$ cat src/rtl/master_port.sv
`default_nettype none
// ============================================================================
//  Module   : master_port
//  Purpose  : Master-side serial bus port. Accepts one parallel read/write
//             request, raises read_en/write_en, waits for slave_ready, then
//             shifts address, burst and (for writes) data out LSB-first. For
//             reads it deserialises the slave's data stream LSB-first.
//
//  Ports    : clk, reset              - clock, synchronous active-high reset
//             req_valid/req_ready     - request handshake (local master side)
//             req_write, req_addr,
//             req_wdata, req_burst    - request fields, sampled at acceptance
//             rd_valid, rd_data       - read result (pulse / held value)
//             done, err               - end-of-transaction / timeout pulses
//             read_en, write_en       - transaction direction toward slave
//             master_valid            - tx_address/tx_burst/tx_data bit valid
//             master_ready            - port is sampling read data
//             tx_address, tx_burst,
//             tx_data                 - serial outputs
//             slave_ready, slave_valid,
//             rx_data                 - serial inputs from slave
//
//  Options  : MASTER_PORT_TIMEOUT_EN  - when defined, TIMEOUT consecutive
//             wait cycles in REQ or RDATA abort the transaction with an err
//             pulse. When undefined the port waits indefinitely, err = 0.
//
//  Revision : 1.0 - initial release
// ============================================================================
module master_port #(
    parameter int ADDR_WIDTH  = 12,
    parameter int DATA_WIDTH  = 8,
    parameter int BURST_WIDTH = 12,
    parameter int TIMEOUT     = 64
) (
    input  logic                   clk,
    input  logic                   reset,
    input  logic                   req_valid,
    output logic                   req_ready,
    input  logic                   req_write,
    input  logic [ADDR_WIDTH-1:0]  req_addr,
    input  logic [DATA_WIDTH-1:0]  req_wdata,
    input  logic [BURST_WIDTH-1:0] req_burst,
    output logic                   rd_valid,
    output logic [DATA_WIDTH-1:0]  rd_data,
    output logic                   done,
    output logic                   err,
    output logic                   read_en,
    output logic                   write_en,
    output logic                   master_valid,
    output logic                   master_ready,
    output logic                   tx_address,
    output logic                   tx_burst,
    output logic                   tx_data,
    input  logic                   slave_ready,
    input  logic                   slave_valid,
    input  logic                   rx_data
);

    localparam int c_MAX_W = (ADDR_WIDTH > DATA_WIDTH) ? ADDR_WIDTH : DATA_WIDTH;
    localparam int c_CNT_W = $clog2(c_MAX_W) + 1;
    localparam logic [c_CNT_W-1:0] c_ADDR_LAST = c_CNT_W'(ADDR_WIDTH - 1);
    localparam logic [c_CNT_W-1:0] c_DATA_LAST = c_CNT_W'(DATA_WIDTH - 1);
    localparam logic [c_CNT_W-1:0] c_CNT_ONE   = c_CNT_W'(1);

    typedef enum logic [2:0] {
        S_IDLE  = 3'd0,
        S_REQ   = 3'd1,
        S_ADDR  = 3'd2,
        S_WDATA = 3'd3,
        S_RDATA = 3'd4,
        S_DONE  = 3'd5
    } state_t;

    state_t                   r_state;
    state_t                   w_state_next;
    logic [c_CNT_W-1:0]       r_cnt;
    logic                     r_write;
    logic [ADDR_WIDTH-1:0]    r_addr_sh;
    logic [BURST_WIDTH-1:0]   r_burst_sh;
    logic [DATA_WIDTH-1:0]    r_wdata_sh;
    // Holds the first DATA_WIDTH-1 read bits; the final bit is merged
    // straight into rd_data on the last sampling edge.
    logic [DATA_WIDTH-2:0]    r_rx_sh;
    logic [DATA_WIDTH-1:0]    r_rd_data;
    logic                     w_accept;
    logic                     w_timeout;
    logic                     w_err;

    assign w_accept = req_valid && req_ready;
    assign rd_data  = r_rd_data;
    assign err      = w_err;

`ifdef MASTER_PORT_TIMEOUT_EN
    localparam int c_WAIT_W = $clog2(TIMEOUT + 1);
    localparam logic [c_WAIT_W-1:0] c_WAIT_LAST = c_WAIT_W'(TIMEOUT - 1);
    localparam logic [c_WAIT_W-1:0] c_WAIT_ONE  = c_WAIT_W'(1);

    logic [c_WAIT_W-1:0] r_wait;
    logic                r_err;
    logic                w_waiting;

    assign w_waiting = ((r_state == S_REQ)   && !slave_ready) ||
                       ((r_state == S_RDATA) && !slave_valid);
    assign w_timeout = w_waiting && (r_wait == c_WAIT_LAST);
    assign w_err     = r_err;

    // Any handshake bit (or leaving a wait state) clears the wait count.
    // The err pulse is issued from IDLE, so req_ready is held off for
    // that one cycle to keep the aborted transaction's err distinct.
    always_ff @(posedge clk) begin
        if (reset) begin
            r_wait <= '0;
            r_err  <= 1'b0;
        end else begin
            r_err <= w_timeout;
            if (w_waiting && !w_timeout) begin
                r_wait <= r_wait + c_WAIT_ONE;
            end else begin
                r_wait <= '0;
            end
        end
    end
`else
    assign w_timeout = 1'b0;
    assign w_err     = 1'b0;
`endif

    // State register
    always_ff @(posedge clk) begin
        if (reset) begin
            r_state <= S_IDLE;
        end else begin
            r_state <= w_state_next;
        end
    end

    // Next state and Moore outputs
    always_comb begin
        w_state_next = r_state;
        req_ready    = 1'b0;
        master_valid = 1'b0;
        master_ready = 1'b0;
        tx_address   = 1'b0;
        tx_burst     = 1'b0;
        tx_data      = 1'b0;
        done         = 1'b0;
        rd_valid     = 1'b0;
        case (r_state)
            S_IDLE: begin
                req_ready = !w_err;
                if (req_valid && !w_err) begin
                    w_state_next = S_REQ;
                end
            end
            S_REQ: begin
                if (slave_ready) begin
                    w_state_next = S_ADDR;
                end else if (w_timeout) begin
                    w_state_next = S_IDLE;
                end
            end
            S_ADDR: begin
                master_valid = 1'b1;
                tx_address   = r_addr_sh[0];
                tx_burst     = r_burst_sh[0];
                if (r_cnt == c_ADDR_LAST) begin
                    w_state_next = r_write ? S_WDATA : S_RDATA;
                end
            end
            S_WDATA: begin
                master_valid = 1'b1;
                tx_data      = r_wdata_sh[0];
                if (r_cnt == c_DATA_LAST) begin
                    w_state_next = S_DONE;
                end
            end
            S_RDATA: begin
                master_ready = 1'b1;
                if (w_timeout) begin
                    w_state_next = S_IDLE;
                end else if (slave_valid && (r_cnt == c_DATA_LAST)) begin
                    w_state_next = S_DONE;
                end
            end
            S_DONE: begin
                done         = 1'b1;
                rd_valid     = !r_write;
                w_state_next = S_IDLE;
            end
            default: begin
                w_state_next = S_IDLE;
            end
        endcase
    end

    assign read_en  = (r_state != S_IDLE) && !r_write;
    assign write_en = (r_state != S_IDLE) &&  r_write;

    // Datapath: bit counter and shift registers. Shifting right exposes
    // the next LSB-first bit at position 0; the burst register zero-fills,
    // so it naturally drives 0 once BURST_WIDTH bits have gone out.
    always_ff @(posedge clk) begin
        if (reset) begin
            r_cnt      <= '0;
            r_write    <= 1'b0;
            r_addr_sh  <= '0;
            r_burst_sh <= '0;
            r_wdata_sh <= '0;
            r_rx_sh    <= '0;
            r_rd_data  <= '0;
        end else begin
            if (r_state != w_state_next) begin
                r_cnt <= '0;
            end else if ((r_state == S_ADDR) || (r_state == S_WDATA) ||
                         ((r_state == S_RDATA) && slave_valid)) begin
                r_cnt <= r_cnt + c_CNT_ONE;
            end

            case (r_state)
                S_IDLE: begin
                    if (w_accept) begin
                        r_write    <= req_write;
                        r_addr_sh  <= req_addr;
                        r_burst_sh <= req_burst;
                        r_wdata_sh <= req_wdata;
                        r_rx_sh    <= '0;
                    end
                end
                S_ADDR: begin
                    r_addr_sh  <= r_addr_sh >> 1;
                    r_burst_sh <= r_burst_sh >> 1;
                end
                S_WDATA: begin
                    r_wdata_sh <= r_wdata_sh >> 1;
                end
                S_RDATA: begin
                    if (slave_valid) begin
                        r_rx_sh <= {rx_data, r_rx_sh[DATA_WIDTH-2:1]};
                        if (r_cnt == c_DATA_LAST) begin
                            r_rd_data <= {rx_data, r_rx_sh};
                        end
                    end
                end
                default: begin
                end
            endcase
        end
    end

endmodule
`default_nettype wire

$ cat config.mk
export PLATFORM = sky130hd
export DESIGN_NAME = master_port
export DESIGN_NICKNAME = d
export VERILOG_FILES = /design/src/rtl/master_port.sv
export SDC_FILE = /design/constraint.sdc
export NUM_CORES = 1
export LEC_CHECK = 0
export BUFFER_PORTS_ARGS = -buffer_cell sky130_fd_sc_hd__buf_2
export CORE_MARGIN = 2
export CORE_UTILIZATION = 48
export DETAILED_ROUTE_END_ITERATION = 6
export PLACE_DENSITY = 0.75
export SLEW_MARGIN = 5
export SYNTH_ARGS = -nofsm -noshare
export SYNTH_HDL_FRONTEND = slang
export SYNTH_SLANG_ARGS = --single-unit
$ cat constraint.sdc
create_clock -name clk -period 1.5 [get_ports clk]
set_input_delay 0.3 -clock clk [delete_from_list [all_inputs] [get_ports clk]]
set_output_delay 0.3 -clock clk [all_outputs]
set_load 0.02 [all_outputs]
==> flow_metrics.env <==
export IMPL_run_status="finished, violations left"
export IMPL_failed_checks="setup timing"
export IMPL_synth_area_leaders="dfxtp_1, nand2_1, a311oi_1"
export IMPL_grtUsageMet2_pct=34.8
export IMPL_power_density_mw_per_mm2=926
export IMPL_cts_root_buf="clkbuf_8"
export IMPL_path_delay_family="simple AND/OR/NAND/NOR gates"
export IMPL_syn_nets=342
export IMPL_rows=26
export IMPL_crit_chain="buf_12 > nor3_4 > and2_4 > buf_12 > nand2_2 > a311oi_2"
export IMPL_layout_cells_non_filler=455
export IMPL_drcViolationCount=0
export IMPL_crit_start="r_state[2]"
export IMPL_avgSynthCellArea_um2=8.17
export IMPL_io_pins=58
export IMPL_die_area_mm2=0.00573
export IMPL_clkTransAtPathRegs_ns=0.10
export IMPL_finalSetupViolations=60
export IMPL_fin_skew_ns=0.00894
export IMPL_io_buffers=56
export IMPL_gp_congestion=0.809
export IMPL_nNetsFinal=424
export IMPL_synth_edf_count=0
export IMPL_finalHoldViolCount=0
export IMPL_worst_slew_pin_slew_ns=0.521
export IMPL_power_leakage_nw=1.69
export IMPL_grt_max_degree=45
export IMPL_via_per_inst=5.67
export IMPL_crit_fanout=6
export IMPL_drive_gt1_share_pct=51.9
export IMPL_drt_iter0_markers=199
export IMPL_end_kind="register"
export IMPL_yosysMostFrequentCell="nand2_1"
export IMPL_cts_buffer_depth=2
export IMPL_top_usage_layer="met2"
export IMPL_grt_pass1_vias=2072
export IMPL_use_met1_pct=29.6
export IMPL_r2r_end="r_burst_sh[9]"
export IMPL_synthCells=302
export IMPL_syn_to_final_growth_pct=58.3
export IMPL_grtUsageTotal_pct=21.8
export IMPL_crit_end="r_burst_sh[9]"
export IMPL_crit_cells=6
export IMPL_synth_common_cells="nand2_1, dfxtp_1, nor2_1"
export IMPL_synth_area_mm2=0.00247
export IMPL_ys_warn_count=0
export IMPL_ys_flop_type="dfxtp_1"
export IMPL_period_needed_ns=1.71
export IMPL_grt_use_met3_pct=3.97
export IMPL_yosys_register_bits=56
export IMPL_seq_area_frac_synth_pct=45.4
export IMPL_grt_pass1_wl_um=9540
export IMPL_async_reset_ff_share_pct=0
export IMPL_hpwl_um=3740
export IMPL_cp_slowest_cell="dfxtp_4"
export IMPL_drt_pass1_iter_count=4
export IMPL_critical_path_required_ns=1.72
export IMPL_cts_tree="built"
export IMPL_max_freq_mhz=584
export IMPL_wirelength_um=8130
export IMPL_hold_path_class="in2reg"
export IMPL_regArea_mm2=0.00113
export IMPL_worst_slack_ns=-0.213
export IMPL_via_count=2580
export IMPL_chipHeight_um=75.7
export IMPL_antenna_found_initial=0
export IMPL_relSlewSlack_pct=65.2
export IMPL_multi_input_area_mm2=0.00177
export IMPL_tns_ns=-6.98
export IMPL_arrival_ns=1.93
export IMPL_period_share_pct=114
export IMPL_routedWlPerCell_um=17.9
export IMPL_diodes=0
export IMPL_clock_latency_ns=0.31
export IMPL_fin_area_mm2=0.00391
export IMPL_crit_path_frequent_cell="buf_12"
export IMPL_synth_area_leader_cell="dfxtp_1"
export IMPL_start_kind="register"
export IMPL_grt_overflow=0
export IMPL_ir_drop_uv=526
export IMPL_path_class="reg2reg"
export IMPL_r2r_slack_ns=-0.21
export IMPL_dp_cells=431
export IMPL_maxCapViolCount=0
export IMPL_rsz0062_at_grt="true"
export IMPL_initial_core_util_pct=49.0
export IMPL_cts_max_level=2
export IMPL_clock_sinks=56
export IMPL_cts_made_buffers=5
export IMPL_yosysTopAreaCellShare_pct=45.4
export IMPL_placed_area_mm2=0.00301
export IMPL_fillers=294
export IMPL_max_stage_delay_ns=0.39
export IMPL_fp_dieW_um=75.7
export IMPL_synth_cell_types=34
export IMPL_crit_buf_inv=2
export IMPL_hold_buffers=0
export IMPL_coreArea_mm2=0.00504
export IMPL_rr_startpoint="r_state[2]"
export IMPL_ant_nets=0
export IMPL_maxSlewViolCount=0
export IMPL_rr_worst_depth=6
-- registers in the layout, indices dropped and copies added, names as in the netlist --
| signal | count |
|---|---|
| r_addr_sh | 12 |
| r_state | 3 |
| r_rx_sh | 7 |
| r_write | 1 |
| r_cnt | 5 |
| r_burst_sh | 12 |
| r_wdata_sh | 8 |
| rd_data | 8 |
-- per-stage QoR --
step | util [%] | power (mW) | hold WS [ns] | worst slack, ns
finish | 77.5 | 3.62 | 0.233 | -0.213
floorplan | - | 2.07 | 0.431 | -0.00191
CTS | 66.4 | 3.28 | 0.228 | -0.158
global placement | 59.7 | 2.25 | 0.446 | -0.101
global route | 77.5 | 3.74 | 0.227 | -0.235
detailed placement | 59.7 | 2.26 | 0.452 | -0.174
-- final cells by class --
type / count / area share, %
flip-flops and latches: 56 / 29.0
clock inverters: 2 / 0.897
inverters: 1 / 0.0961
well taps: 70 / 2.24
repair buffers: 99 / 20.5
clock buffers: 6 / 1.86
multi-input cells: 221 / 45.4
-- worst register-to-register path, delay by kind of cell, from the launching register on --
kind | cells | cell delay, ns
compound gates | 1 | 0.31
buf+inv | 2 | 0.30
flops | 1 | 0.39
simple gates | 3 | 0.62
-- where the power goes --
part           internal (mW)  total (mW)  switching [mW]
clock                  0.496       0.988           0.492
combinational          0.437       0.965           0.528
sequential              1.59        1.67          0.0723
-- layout by cell type, fill, tap and decap left out, drive strengths merged, types with 2 or more instances in the layout --
cell,netlist,final
buf,14,96
nand2,74,74
dfxtp,56,56
nor2,45,45
a311oi,29,29
a21oi,12,12
mux2i,11,11
nand3,9,9
clkbuf,10,9
nor2b,8,8
nor3b,5,5
xnor2,4,4
and2,4,4
nor3,4,4
nand2b,2,2
-- cell families after synthesis --
kind of cell / synth area share (%)
AO/OA/AOI/OAI: 14.9
buffers and inverters: 4.36
adder cells (fa/ha/maj): 0.507
XOR/XNOR: 2.08
AND/OR/NAND/NOR: 28.1
flip-flops: 45.4
multiplexers: 4.46
other: 0.152
-- layer usage --
metal,up-vias,wire (um)
li1,1199,-
met1,1254,3430
met2,103,4100
met3,24,376
met4,0,221
met5,-,0
-- how the worst min path moves through the flow --
stage | end | start | slack [ns] | depth (start not counted)
2_1_floorplan | r_rx_sh[0] | r_rx_sh[0] | 0.43 | 2
3_3_place_gp | r_rx_sh[0] | r_rx_sh[0] | 0.45 | 2
5_1_grt | r_write | req_write | 0.23 | 3
4_1_cts | r_write | req_write | 0.23 | 3
6_report | r_write | req_write | 0.23 | 3
3_5_place_dp | r_rx_sh[0] | r_rx_sh[0] | 0.45 | 2
-- repair_timing --
action,CTS,global route
buffers inserted,10,3
pin swaps,12,70
cloned,0,4
resized for setup,42,107
endpoints found under the setup margin,63,64
Note: power is estimated with default switching activity, not from simulation.
